[config.mk]
export PLATFORM = sky130hd
export DESIGN_NAME = datapath
export DESIGN_NICKNAME = d
export VERILOG_FILES = /design/src/rtl/datapath.sv
export SDC_FILE = /design/constraint.sdc
export NUM_CORES = 1
export LEC_CHECK = 0
export ABC_AREA = 1
export CORE_ASPECT_RATIO = 1.75
export CORE_MARGIN = 2
export CORE_UTILIZATION = 50
export DETAILED_ROUTE_END_ITERATION = 8
export PLACE_DENSITY = 0.66
export SKIP_CTS_REPAIR_TIMING = 1
export SYNTH_ARGS = -nofsm -noshare
export SYNTH_HDL_FRONTEND = slang
export SYNTH_SLANG_ARGS = --single-unit
export TNS_END_PERCENT = 5
[constraint.sdc]
create_clock -name clock -period 2.6 [get_ports clock]
set_input_delay 0.65 -clock clock [delete_from_list [all_inputs] [get_ports clock]]
set_output_delay 0.65 -clock clock [all_outputs]
set_load 0.03 [all_outputs]
[src/rtl/datapath.sv]
// -----------------------------------------------------------------------------
// datapath -- Mini SRC phase-1 datapath.
//
// Sixteen 32-bit general-purpose registers (R0-R15), a memory data register
// (MDR) and one shared bus. An encoded source mux drives the bus. Data comes
// in through MDR, from Mdatain or from the bus, and is copied into a GP
// register over the bus.
//
// Ports:
//   clock          system clock; all state updates on the rising edge
//   clear          synchronous active-high reset of R0-R15 and MDR
//   reg_addr       GP register index written when e_GP=1
//   Mdatain        memory read data, the MDR source when read=1
//   read           MDR source select: 1 = Mdatain, 0 = bus
//   e_GP           GP register write enable
//   e_MDR          MDR load enable
//   BusDataSelect  bus source code (0-15 = R0-R15, 21 = MDR, others = 0)
//   bus_out        current bus value (combinational)
//   mdr_out        current MDR contents
// -----------------------------------------------------------------------------

// One enable-loaded register with synchronous clear. clear wins over en.
module datapath_reg #(
    parameter int WIDTH = 32
) (
    input  logic             clock,
    input  logic             clear,
    input  logic             en,
    input  logic [WIDTH-1:0] d,
    output logic [WIDTH-1:0] q
);
    always_ff @(posedge clock) begin
        if (clear)   q <= '0;
        else if (en) q <= d;
    end
endmodule

module datapath #(
    parameter int WIDTH  = 32,
    parameter int NUM_GP = 16
) (
    input  logic             clock,
    input  logic             clear,
    input  logic [3:0]       reg_addr,
    input  logic [WIDTH-1:0] Mdatain,
    input  logic             read,
    input  logic             e_GP,
    input  logic             e_MDR,
    input  logic [4:0]       BusDataSelect,
    output logic [WIDTH-1:0] bus_out,
    output logic [WIDTH-1:0] mdr_out
);
    localparam logic [4:0] SEL_MDR = 5'b10101;

    logic [NUM_GP-1:0][WIDTH-1:0] gp;
    logic [NUM_GP-1:0]            gp_en;
    logic [WIDTH-1:0]             mdr_d;

    // GP file: every register samples the bus, only the addressed one loads.
    for (genvar i = 0; i < NUM_GP; i++) begin : g_gp
        assign gp_en[i] = e_GP && (reg_addr == 4'(i));

        datapath_reg #(.WIDTH(WIDTH)) u_gp (
            .clock (clock),
            .clear (clear),
            .en    (gp_en[i]),
            .d     (bus_out),
            .q     (gp[i])
        );
    end

    assign mdr_d = read ? Mdatain : bus_out;

    datapath_reg #(.WIDTH(WIDTH)) u_mdr (
        .clock (clock),
        .clear (clear),
        .en    (e_MDR),
        .d     (mdr_d),
        .q     (mdr_out)
    );

    // The bus reads only register outputs, so writing the selected register
    // from the bus is loop-free: the new value appears after the edge.
    // Codes 16-20, 22-31 are reserved for later sources and drive zero.
    always_comb begin
        bus_out = '0;
        if (!BusDataSelect[4])
            bus_out = gp[BusDataSelect[3:0]];
        else if (BusDataSelect == SEL_MDR)
            bus_out = mdr_out;
    end
endmodule

== Yosys cells after proc, flatten, opt, wreduce, memory -nomap -nowiden ==
Cells that the tools add are included.
Word-level totals
  register bits: 544
  bits of input ports: 46
  output and inout port bits: 64
  logic and storage cells: 56
Cells by class
  order comparisons: 1
  eq/ne operators: 16
  multiplexer cells: 5
  reductions and logical operators: 17
Operators by type and width (number)
  $bmux 32 s4: 1
  $mux 32: 4
  $eq 4x4->1 const B: 8
  $eq 4x3->1 const B: 4
  $logic_and 1x1->1: 16
  $eq 4x2->1 const B: 2
  $eq 5x5->1 const B: 1
  $lt 4x5->1 const B: 1
  $eq 4x1->1 const B: 1
  $logic_not 4->1: 1

== Logic depth before layout (Yosys ltp) ==
  depth after elaboration: 4
  gate-level depth with buffers: 16
  mapped depth without buffers: 12

== Modules after synthesis ==
From an unflattened synthesis, not the netlist that was laid out.
Unflattened totals
  cell total of the unflattened synthesis: 5364
  area, all modules: 30614.4 um^2
By module, submodules not included
  datapath_reg: instances 17, cells each 203, area an instance 1338.8 um^2, sequential area each 640.6 um^2
  datapath: instances 1, cells each 1913, area an instance 7855.0 um^2, sequential area each 0.0 um^2

== Worst setup path after synthesis ==
Ideal clock, no wire load.
  path type: input port to output port
  start: input BusDataSelect[2]
  end: output bus_out[10]
  data arrival time: 1.772 ns
  required time: 1.950 ns
  slack: 0.178 ns
  stages on the path: 9
  path buffers: 3
  cell sequence: buf_2 > inv_2 > nor2_4 > nand3_1 > nor2_2 > buf_2 > nand2_1 > nand2_4 > buf_6
On the way
  cells in the longest elaborated chain, start to end: 3
  elaborated cells between the ends (all ways): 5
  classes of those cells: eq/ne (1); mux (4)
Ends and longest elaborated chain
  start: declaration: RTL line 49  | input logic [4:0] BusDataSelect,
  $bmux 32 s4 / $eq 5x5->1 (equally long branches): RTL line 88, 89
  $mux 32 (on tied branches): RTL line 88, 89
  $mux 32 *: RTL line 87  | if (!BusDataSelect[4])
  end: declaration: RTL line 50  | output logic [WIDTH-1:0] bus_out,
Every way passes the cells marked *; elsewhere a longest branch is shown, timed or not. The select of a mux whose other input is x is not followed.

== Worst setup path in the final report ==
  start: input BusDataSelect[0]
  end: output bus_out[28]
The elaborated chain is that of the path after synthesis.

==> metrics.md <==
| Metric | Value |
|---|---|
| Status | `finished with violations` |
| Failing checks | `setup timing` |
| Pin count of the biggest net entering global routing | `88` |
| Synth top area cells | `dfxtp_1 39%, inv_1 14%, nand2_1 11%` |
| Hold Path Depth | `2` |
| Overflow after GRT | `0` |
| Final WL | `86.6 mm` |
| Skew-Pair Late Insertion Delay | `around 0.60 ns` |
| Via density | `5.20` |
| First-pass GRT wire length | `131 mm` |
| Starting Density | `0.507` |
| # DRC | `0` |
| Min-delay src | `clear` |
| Post-synth top cells | `1063 x inv_1, 819 x nand2_1, 544 x a21oi_1, 544 x dfxtp_1, 395 x nand3_1` |
| Share of the synthesized area in the top cell type | `0.395` |
| Post-Place Setup Slack | `-0.160 ns` |
| FF-to-FF Start | `g_gp[1].u_gp.q[4]$_SDFFE_PP0P_` |
| CTS Sinks | `544` |
| Starting DRT DRC Count | `approximately 2300` |
| CTS buffer count | `50` |
| Largest area contributor in the netlist | `dfxtp_1` |
| Gr usage total | `0.290` |
| Share of post-route cells with drive strength above 1 | `0.105` |
| Final ANT Viol Nets | `0` |
| H-tree Lvls | `2` |
| Worst VDD drop | `442 uV` |
| Crit end category | `output port` |
| Max-slew violations | `0` |
| Final period util | `1.04` |
| Register clock-pin slew on the reported worst setup and hold paths | `0.06 ns` |
| Layout area overhead | `20.0%` |
| Yosys cell types | `21` |
| Post-synthesis net count | `4364` |
| Worst Hold End | `u_mdr.q[12]$_SDFFE_PP0P_` |
| Reg2reg end | `g_gp[13].u_gp.q[4]$_SDFFE_PP0P_` |
| Syn Std Cell Area | `27600 sq um` |
| Bufs on Longest Clock Path | `3` |
| Leak | `18.1 nW` |
| Placer Congestion | `a little over 0.8` |
| Worst reg-to-reg path cell count | `14` |
| Maximum clock rate | `roughly 370 MHz` |
| Initial antenna violation count | `0` |
| Worst-path maximum fanout | `7` |
| Final core utilization | `0.608` |
| Core footprint | `54400 sq um` |
| Sw power | `5.20 mW` |
| Sequential Power Share | `0.449` |
| Ys flop type | `dfxtp_1` |
| Die height | `roughly 310 um` |
| Clk pwr share | `0.405` |
| Setup TNS | `-2.50 ns` |
| Diode count | `0` |
| CTS tree | `done` |
| WHS | `0.449 ns` |
| Multi-input logic area | `11300 sq um` |
| Io pins | `110` |
| Post-synth ARST share | `0` |
| Filler cells | `5234` |
| Rows | `approximately 110` |
| Power Total | `19.2 mW` |
| P_int | `14.0 mW` |
| R2R setup slack | `1.00 ns` |
| Max-cap violation count | `0` |
| CP startpoint kind | `input pin` |
| Most numerous cell in the Yosys netlist | `inv_1` |
| Setup violations, final | `32` |
| Power share of the combinational group | `0.146` |
| Sequential cell area fraction in the yosys report | `0.395` |
| Worst Setup Slack, final | `-0.111 ns` |
| Clock root cell | `clkbuf_16` |
| Hpwl dp | `roughly 52 mm` |
| Register area | `10900 sq um` |
| Sw Ratio | `0.270` |
| Vias after detailed routing | `26700` |
| Avg Cell Area, Syn | `6.39 sq um` |
| Worst hold path class | `in -> reg` |
| Setup CP Type | `in -> out` |
| Layout Nets | `around 4400` |
| Mapped Cells | `approximately 4300` |
| YS warnings | `0` |
| #FFs+latches synth | `544` |
| Req. time, crit path | `1.95 ns` |
| Routed WL per cell | `16.9 um` |
| WP data arrival | `2.06 ns` |
| Die area | `57100 sq um` |
| Number of flops mapped to enable cells by yosys | `0` |
| Power per cell area | `581 nW/um^2` |
| 1st-pass router iterations | `5` |
| Max Clock Skew | `0.0196 ns` |
| Port Buffer Count | `109` |
| RSZ-0062 raised after global routing | `true` |
| Min cycle time layout | `2.71 ns` |
| Max-Slew Margin vs Limit | `0.588` |
| Final hold violations | `0` |
| Die width | `between 150 and 200 um` |
| Vias in the first global route | `23700` |
| Worst-margin pin slew | `0.616 ns` |
## cell usage in the layout (no fill, tap or decap), types with 72 or more instances in the layout
| cell | synthesis | final |
|---|---|---|
| o21ai_1 | 288 | 288 |
| clkdlybuf4s50_1 | 0 | 72 |
| buf_12 | 0 | 83 |
| nand2_1 | 819 | 782 |
| inv_1 | 1063 | 1061 |
| dfxtp_1 | 544 | 544 |
| nand3_1 | 395 | 375 |
| a21oi_1 | 544 | 544 |
| buf_4 | 10 | 118 |
| o21ai_0 | 224 | 224 |
## worst max-delay path by stage
stage,startpoint,endpoint,cells past startpoint
3_5_place_dp,BusDataSelect[0],bus_out[10],14
4_1_cts,BusDataSelect[0],bus_out[5],12
3_3_place_gp,BusDataSelect[0],bus_out[26],13
5_1_grt,BusDataSelect[0],bus_out[28],11
6_report,BusDataSelect[0],bus_out[28],11
2_1_floorplan,BusDataSelect[2],bus_out[10],9
## layer usage
layer / track usage / up-vias / routed length [um]
met5: 0 / - / 0
met2: 0.498 / 944 / 40500
met4: 0.0870 / 0 / 2940
met1: 0.378 / 12200 / 36200
met3: 0.0402 / 174 / 6920
li1: - / 13400 / -
## critical path, stage by stage
cell and delay [ns]:
buf_16 0.15, buf_12 0.17, buf_6 0.12, nand3_4 0.07, nor2_4 0.18, buf_12 0.16, buf_12 0.12, buf_12 0.12
nand2_2 0.06, nand2_2 0.08, buf_6 0.14
## logic make-up (layout without fill, tap and decap cells)
| kind of cell | after synthesis | in the layout | synth area share |
|---|---|---|---|
| and+or+nand+nor | 1340 | 1340 | 0.208 |
| DFF | 544 | 544 | 0.395 |
| buffers and inverters | 1378 | 1499 | 0.206 |
| AOI/OAI and AO/OA | 1056 | 1056 | 0.192 |
## registers in the layout (all words and copies together) (netlist names)
register,flops
u_mdr.q,32
g_gp.u_gp.q,512
## power groups by stage
stage	clock network [mW]	logic [mW]	registers (mW)
2_1_floorplan	0	1.56	8.84
4_1_cts	7.89	2.61	8.63
6_report	7.78	2.81	8.64
5_1_grt	8.19	3.05	8.65
3_5_place_dp	0	2.60	8.82
3_3_place_gp	0	2.58	8.81
## per-stage QoR
stage               cells  cell area [sq um]
global placement     5007              30400
CTS                  5099              32100
finish               5129              33100
floorplan            4318              27600
detailed placement   5007              30400
global route         5129              33100
## final cells by class
cell class	instances	share of cell area
repair inverters	1	0.000605
repair buffers	338	0.128
multi-input cells	2396	0.343
clock buffers	76	0.0450
flip-flops and latches	544	0.329
well taps	690	0.0261
clock inverters	16	0.00631
inverters	1068	0.122
Note: power is estimated with default switching activity, not from simulation.
